### src/rtl/pe_net_interface.sv
// ---------------------------------------------------------------------------
// pe_net_interface
//   Network interface between one processing element and one leaf port of
//   the H-tree switch fabric.
//   TX: PE payload + destination are packed into one flit
//       {dest, payload}, queued, and presented to the switch.
//   RX: flits whose header matches MyAddr have the header stripped and the
//       payload queued for the PE. Flits addressed elsewhere are dropped
//       and counted in a saturating misroute counter.
//   Both queues are register FIFOs with first-word-fall-through heads.
//
// Ports
//   i_sclk, i_reset           clock (rising edge), async active-low reset
//   i_pe_data/dest/valid      TX payload + destination from PE
//   o_pe_ready                TX path can accept a payload
//   o_net_data/valid          flit to switch
//   i_net_ready               switch accepts flit
//   i_net_data/valid          flit from switch
//   o_net_ready               RX path can accept a flit (matched or not)
//   o_pe_data/valid           RX payload to PE
//   i_pe_ready                PE accepts RX payload
//   o_misroute_count          flits seen with header != MyAddr, saturates
// ---------------------------------------------------------------------------

// Register FIFO with fall-through head. Callers guarantee wrEn only when
// !full and rdEn only when !empty.
module pe_net_fifo #(
  parameter int W     = 32,
  parameter int DEPTH = 4
) (
  input  logic         clk,
  input  logic         rstN,
  input  logic         wrEn,
  input  logic [W-1:0] wrData,
  input  logic         rdEn,
  output logic [W-1:0] rdData,
  output logic         full,
  output logic         empty
);
  localparam int PW = $clog2(DEPTH);
  localparam int CW = PW + 1;

  logic [DEPTH-1:0][W-1:0] mem;
  logic [PW-1:0]           wrPtr, rdPtr;
  logic [CW-1:0]           cnt;

  // Storage is cleared on reset so the data outputs read 0 while in reset.
  always_ff @(posedge clk or negedge rstN) begin
    if (!rstN) begin
      mem   <= '0;
      wrPtr <= '0;
      rdPtr <= '0;
      cnt   <= '0;
    end else begin
      if (wrEn) begin
        mem[wrPtr] <= wrData;
        wrPtr      <= wrPtr + 1'b1;   // power-of-2 depth: natural wrap
      end
      if (rdEn) rdPtr <= rdPtr + 1'b1;
      case ({wrEn, rdEn})
        2'b10:   cnt <= cnt + 1'b1;
        2'b01:   cnt <= cnt - 1'b1;
        default: cnt <= cnt;          // idle, or push+pop together
      endcase
    end
  end

  assign rdData = mem[rdPtr];
  assign full   = (cnt == CW'(DEPTH));
  assign empty  = (cnt == '0);
endmodule

module pe_net_interface #(
  parameter int          DataWidth = 32,
  parameter int          AddrWidth = 4,
  parameter int unsigned MyAddr    = 0,
  parameter int          FifoDepth = 4
) (
  input  logic                           i_sclk,
  input  logic                           i_reset,
  input  logic [DataWidth-AddrWidth-1:0] i_pe_data,
  input  logic [AddrWidth-1:0]           i_pe_dest,
  input  logic                           i_pe_valid,
  output logic                           o_pe_ready,
  output logic [DataWidth-1:0]           o_net_data,
  output logic                           o_net_valid,
  input  logic                           i_net_ready,
  input  logic [DataWidth-1:0]           i_net_data,
  input  logic                           i_net_valid,
  output logic                           o_net_ready,
  output logic [DataWidth-AddrWidth-1:0] o_pe_data,
  output logic                           o_pe_valid,
  input  logic                           i_pe_ready,
  output logic [7:0]                     o_misroute_count
);
  localparam int PayW = DataWidth - AddrWidth;
  localparam logic [AddrWidth-1:0] MyAddrL = AddrWidth'(MyAddr);

  // Run flag: readies stay low for the first edge after reset release so
  // nothing is accepted on the same edge reset deasserts.
  logic run;
  always_ff @(posedge i_sclk or negedge i_reset) begin
    if (!i_reset) run <= 1'b0;
    else          run <= 1'b1;
  end

  // ---------------- TX path ----------------
  logic txFull, txEmpty, txWr, txRd;

  assign o_pe_ready  = run & ~txFull;
  assign o_net_valid = ~txEmpty;
  assign txWr        = i_pe_valid & o_pe_ready;
  assign txRd        = o_net_valid & i_net_ready;

  pe_net_fifo #(.W(DataWidth), .DEPTH(FifoDepth)) uTxFifo (
    .clk    (i_sclk),
    .rstN   (i_reset),
    .wrEn   (txWr),
    .wrData ({i_pe_dest, i_pe_data}),
    .rdEn   (txRd),
    .rdData (o_net_data),
    .full   (txFull),
    .empty  (txEmpty)
  );

  // ---------------- RX path ----------------
  // One ready for every flit: a full RX queue also stalls misrouted flits,
  // so the misroute count never races ahead of accepted traffic.
  logic rxFull, rxEmpty, netXfer, hdrMatch, rxWr, rxRd;

  assign o_net_ready = run & ~rxFull;
  assign o_pe_valid  = ~rxEmpty;
  assign netXfer     = i_net_valid & o_net_ready;
  assign hdrMatch    = (i_net_data[DataWidth-1 -: AddrWidth] == MyAddrL);
  assign rxWr        = netXfer & hdrMatch;
  assign rxRd        = o_pe_valid & i_pe_ready;

  pe_net_fifo #(.W(PayW), .DEPTH(FifoDepth)) uRxFifo (
    .clk    (i_sclk),
    .rstN   (i_reset),
    .wrEn   (rxWr),
    .wrData (i_net_data[PayW-1:0]),
    .rdEn   (rxRd),
    .rdData (o_pe_data),
    .full   (rxFull),
    .empty  (rxEmpty)
  );

  // Misroute counter, saturating at 255.
  always_ff @(posedge i_sclk or negedge i_reset) begin
    if (!i_reset)
      o_misroute_count <= '0;
    else if (netXfer && !hdrMatch && (o_misroute_count != 8'hFF))
      o_misroute_count <= o_misroute_count + 1'b1;
  end
endmodule
### config.mk
export PLATFORM = sky130hd
export DESIGN_NAME = pe_net_interface
export DESIGN_NICKNAME = d
export VERILOG_FILES = /design/src/rtl/pe_net_interface.sv
export SDC_FILE = /design/constraint.sdc
export NUM_CORES = 1
export LEC_CHECK = 0
export CAP_MARGIN = 30
export CELL_PAD_IN_SITES_DETAIL_PLACEMENT = 0
export CELL_PAD_IN_SITES_GLOBAL_PLACEMENT = 1
export CORE_MARGIN = 5
export CORE_UTILIZATION = 47
export DETAILED_ROUTE_END_ITERATION = 8
export PLACE_DENSITY_LB_ADDON = 0.25
export SETUP_SLACK_MARGIN = 0.1
export SLEW_MARGIN = 0
export SYNTH_ARGS = -nofsm -noshare
export SYNTH_HDL_FRONTEND = slang
export SYNTH_SLANG_ARGS = --single-unit
### constraint.sdc
create_clock -name i_sclk -period 2.4 [get_ports i_sclk]
set_input_delay 0.24 -clock i_sclk [delete_from_list [all_inputs] [get_ports i_sclk]]
set_output_delay 0.24 -clock i_sclk [all_outputs]
set_load 0.01 [all_outputs]
Word level (Yosys, flattened, before mapping). Cells that the tools add are included.

Order comparisons: 6. $add $sub $neg: 9. Muxes and demuxes: 12. Equal/unequal tests: 7. Bitwise logic cells: 11. Reduce and logical (&&, ||, !) cells: 10.

Operators with widths (number): 128-bit bitwise mux (1); 112-bit bitwise mux (1); 32-bit binary-select mux with 2-bit select (1); 32-bit demux with 2-bit select (1); 32-bit two-way mux (2); 28-bit binary-select mux with 2-bit select (1); 28-bit demux with 2-bit select (1); 28-bit two-way mux (2); 2-bit by 3-bit < comparator with 1-bit output (second input constant) (4); 3-bit one-hot mux with 2 select lines (2); 2-bit by 1-bit adder with 2-bit output (second input constant) (4); 8-bit by 1-bit adder with 8-bit output (second input constant) (1); 8-bit inequality test (second input constant) (1); 1-bit AND (7); 3-bit by 1-bit adder with 3-bit output (second input constant) (2); 3-bit equality test (second input constant) (2); 3-bit zero test (2); 3-bit by 1-bit subtractor with 3-bit output (second input constant) (2); 2-bit by 1-bit equality test with 1-bit output (second input constant) (2); 2-bit equality test (second input constant) (2); 2-bit by 1-bit greater-or-equal comparator with 1-bit output (second input constant) (2); 1-bit logical AND (4); 4-bit zero test (1); 1-bit inverter (4); 2 further kinds (3).

Input port bits: 70. Bits in registers: 263.

Logic depth before layout (Yosys ltp).
Word-level depth: 7. Depth in mapped cells: 10. Depth with buffers taken out: 9.

By module. From an unflattened synthesis, not the netlist that was laid out.

Cell total of the unflattened synthesis: 693. Area, all modules: 12157.9 um^2.

Modules (own cells, without submodules): pe_net_fifo at uTxFifo (times used 1, seq. area each 3378.2 um^2, area an instance 6024.5 um^2, cells each 345); pe_net_fifo at uRxFifo (times used 1, seq. area each 2977.9 um^2, area an instance 5656.7 um^2, cells each 303); pe_net_interface (times used 1, seq. area each 225.2 um^2, area an instance 476.7 um^2, cells each 45).

Least setup slack after synthesis. Ideal clock, no wire load.

Path type: input port to flip-flop. Start point: in i_net_data[29]. End point: reg uRxFifo.cnt[2]. Setup time: 125 ps. Path buffers: 0. Arrival: 2058 ps. Stages: 9. Slack: 217 ps. Data required time: 2275 ps. Cell sequence: or4_4 nor3_4 inv_1 ha_1 inv_1 fa_1 xor2_1 nor2_1 xor2_1.

Word-level cells in the longest chain between the ends: 4.

RTL lines: start, declared (RTL line 88) `input logic [DataWidth-1:0] i_net_data,`; 4-bit zero test * (RTL line 134) `assign hdrMatch = (i_net_data[DataWidth-1 -: AddrWidth] == MyAddrL);`; 1-bit AND * (RTL line 135) `assign rxWr = netXfer & hdrMatch;`; 2-bit by 1-bit equality test with 1-bit output / 2-bit equality test (equally long branches) (RTL line 60) `case ({wrEn, rdEn})`; 3-bit one-hot mux with 2 select lines / 2-bit nonzero test (equally long branches); end signal, assigned (RTL line 61) `2'b10: cnt <= cnt + 1'b1;`; end signal, assigned (RTL line 62) `2'b01: cnt <= cnt - 1'b1;`; end signal, assigned (RTL line 63) `default: cnt <= cnt;`; end, declared (RTL line 45) `logic [CW-1:0] cnt;`.

Every way passes the cells marked *; elsewhere a longest branch is shown, timed or not. A chain may end at the register's enable or synchronous reset.

Worst setup path in the final report.
Start point: reg uTxFifo.rdPtr[0]. End point: out o_net_data[11].

Word-level cells in the longest chain between the ends: 2.

RTL lines: start, declared (RTL line 44) `logic [PW-1:0] wrPtr, rdPtr;`; start signal, assigned (RTL line 59) `if (rdEn) rdPtr <= rdPtr + 1'b1;`; 32-bit binary-select mux with 2-bit select (RTL line 68) `assign rdData = mem[rdPtr];`; 32-bit two-way mux (not written as such) (RTL line 68); end, declared (RTL line 85) `output logic [DataWidth-1:0] o_net_data,`.

Every way passes these cells. The select of a mux whose other input is x is not followed.

==> flow_summary.yaml <==
status:
  status: "finished clean"
power_and_ir_drop:
  power_leakage_nw: 6.83
  vdd_drop_max_mv: 0.747
  p_comb_frac: 0.366
  p_switching_w: 0.00531
  pwr-share-clk: 0.252
  switching_share: 0.294
  powerDensity_nw_per_um2: 1240
  internal-power_w: 0.0128
  p_seq_frac: 0.382
finish:
  num_antenna_cells: 0
  drive_above_1_share: 0.482
  area_growth_pct: 26.4
  stdcell_area_um2: 14600
  utilization: 0.602
  fin_nets: 952
  n_fill_cell: 1838
clock_tree:
  cts.sinks: 263
  cts_htree_levels: 1
  cts_tree: "yes"
  clkLatencyLatePin_ps: 530
  cts_inserted_buffers: 30
  clockBufferDepth: 3
  cts_root_buffer: "clkbuf_16"
  path_clk_slew_ps: 60
logic_synthesis:
  synth_seq_area_share: 0.568
  synth_top_family_by_area: "multiplexers"
  syn_area_um2: 11600
  synth_simple_gate_area_frac: 0.0207
  synth_cells: 692
  synth_compound_area_frac: 0.00335
  synth_fa_ha_area_frac: 0.0153
  synth.distinct_cells: 33
  yosysWarnings: 0
  synthXorXnorAreaFrac: 0.0129
  muxShareOfSynthArea: 0.358
  ys_ff_latch: 263
  syn_nets: 775
  syn_avg_cell_area_um2: 16.7
route:
  drt_pass1_iterations: 4
  wl_per_cell_um: 21.0
  drtIter0Drc: 255
  vias: 6623
  drcViolationCount: 0
  drt-vias-per-instance: 5.44
  drtAntennaViolNets: 0
  wirelength_um: 25500
global_route:
  grt_max_degree: 91
  antenna_found_initial: 0
  grt_usage: 0.186
  grt_pass1_vias: 7883
  grt.overflow.total: 0
  grt_pass1_wl_um: 42200
min_path:
  hold_class: "in2async"
timing:
  fin_crit_ps: 2260
  hold_violations: 0
  max_freq_mhz: 442
  finalSetupTns_ps: 0
  rsz0062_at_grt: "true"
  worst_slew_pin_slew_ps: 731
  fin_skew_ps: 5.79
  slew_violations: 0
  fin_crit_sh: 0.942
  setup_violations: 0
  relSlewSlack: 0.513
critical_path:
  crit_required_ps: 2160
  critPathLaunchType: "flop"
  critical_path_class: "reg2out"
  reg2regPathDepth: 8
  crit_fanout: 6
  r2r-end: "uTxFifo.cnt[2]"
  regToRegStartpoint: "uTxFifo.cnt[1]"
  crit_arrival_ps: 2020
  worstSetupStartpoint: "uTxFifo.rdPtr[0]"
  crit_path_end_kind: "primary output"
  r2r_slack_ps: 310
floorplanning:
  start_util: 0.476
  die_x_um: 167
  dieHeight_um: 167
  ios: 142
  rows: 57
  core_area_um2: 24300
  die-area_um2: 27900
placed_design:
  dpl-instance-area_um2: 13500
  gp_congestion: 0.745
  port-buffer-count: 141
  hpwl_um: 16100
job:
  cap_viol_max_count: 0
## registers in the layout, summed over array words and instances (netlist names)
name and count:
o_misroute_count 8, run 1, uRxFifo.cnt 3, uRxFifo.mem 112, uRxFifo.rdPtr 2, uRxFifo.wrPtr 2, uTxFifo.cnt 3, uTxFifo.mem 128
uTxFifo.rdPtr 2, uTxFifo.wrPtr 2
## final cells by class
class                           instances  area (µm²)  area share
Clock buffer                           45         908      0.0621
Clock inverter                         11         110     0.00752
Inverter                               14        52.6     0.00359
Multi-Input combinational cell        380        4750       0.325
Sequential cell                       263        6590       0.450
Tap cell                              324         405      0.0277
Timing Repair Buffer                  180        1820       0.124
## cell families (layout without fill, tap and decap cells)
group                    after synthesis  count (layout)
adder cells (fa/ha/maj)               13              13
buffers and inverters                 49             250
multiplexers                         304             304
AND/OR/NAND/NOR                       39              39
XOR/XNOR                              17              17
flip-flops                           263             263
other                                  1               1
AO/OA/AOI/OAI                          6               6
## per-stage QoR
step	worst slack [ps]	hold WS, ps	instances	power, W
floorplan	217	-55.6	692	0.0107
global placement	86.8	300	1146	0.0134
detailed placement	29.3	317	1146	0.0138
CTS	56.9	352	1216	0.0183
global route	59.4	376	1217	0.0191
finish	140	316	1217	0.0181
## power by group through the flow
stage	Sequential [W]	Clock [W]	Combinational, W
global route	0.00710	0.00487	0.00716
floorplan	0.00661	0	0.00413
detailed placement	0.00697	0	0.00679
CTS	0.00691	0.00466	0.00675
global placement	0.00676	0	0.00660
finish	0.00692	0.00455	0.00662
## cells in the final DEF, fill, tap and decap left out, types with 3 or more instances in the layout
master,instances
buf_6,4
dfrtp_2,3
nor2_1,3
xnor2_1,12
nand2_4,4
inv_1,14
buf_12,13
dfrtp_1,260
clkdlybuf4s15_1,11
clkbuf_1,6
clkbuf_2,4
mux2_4,13
mux4_2,60
clkbuf_8,8
nand2_1,14
mux2_2,229
clkinv_2,7
xor2_1,5
nand3_1,3
clkbuf_16,31
dlygate4sd2_1,19
o21ai_0,3
clkdlybuf4s50_1,80
buf_2,21
buf_4,20
ha_1,11
## synthesized netlist by cell type
library cell	count	area (µm²)
or4_4	1	11.3
and4_1	2	17.5
o21ai_0	3	15.0
nor2b_1	1	6.26
dfrtp_1	263	6580
mux2i_1	2	20.0
clkbuf_1	9	33.8
conb_1	1	3.75
buf_1	16	60.1
nand2b_1	1	6.26
nand2_4	4	45.0
nor2_1	3	11.3
a21oi_1	1	5.00
or3_1	2	12.5
nand3_1	3	15.0
nor3_4	1	16.3
buf_2	2	10.0
o31a_1	1	8.76
inv_1	14	52.6
buf_6	8	90.1
and3_1	1	6.26
mux2_2	229	2580
nand2_1	14	52.6
mux2_4	13	195
nand4_1	2	12.5
o311a_1	1	10.0
and2_1	2	12.5
nor3b_1	2	15.0
xnor2_1	12	105
xor2_1	5	43.8
mux4_2	60	1350
ha_1	11	138
fa_1	2	40.0
## routing by layer
metal	up-vias	global-route usage	wire [µm]
met2	132	0.319	13000
met5	-	0	0
li1	2921	-	-
met1	3530	0.242	10600
met3	40	0.0474	1400
met4	0	0.0409	520
## critical path: stages, from the launching register on
cell	delay, ps
dfrtp_2	400
bufbuf_16	290
buf_4	130
mux4_2	500
buf_2	160
## worst max-delay path by stage
stage,slack (ps),cells past startpoint,end
after global routing,60,4,o_net_data[23]
after global placement,90,5,o_misroute_count[1]
final,140,4,o_net_data[11]
after detailed placement,30,5,o_misroute_count[1]
after CTS,60,5,o_net_data[24]
after floorplan,220,9,uRxFifo.cnt[2]
## what timing repair did
item | CTS | global route
pin swaps | 0 | 0
gates cloned | 4 | 0
endpoints found under the hold margin | 83 | 0
hold buffers | 1 | 0
buffers inserted | 9 | 0
resized for setup | 151 | 15
endpoints found under the setup margin | 60 | 20
Power figures use the tool's default switching activity.
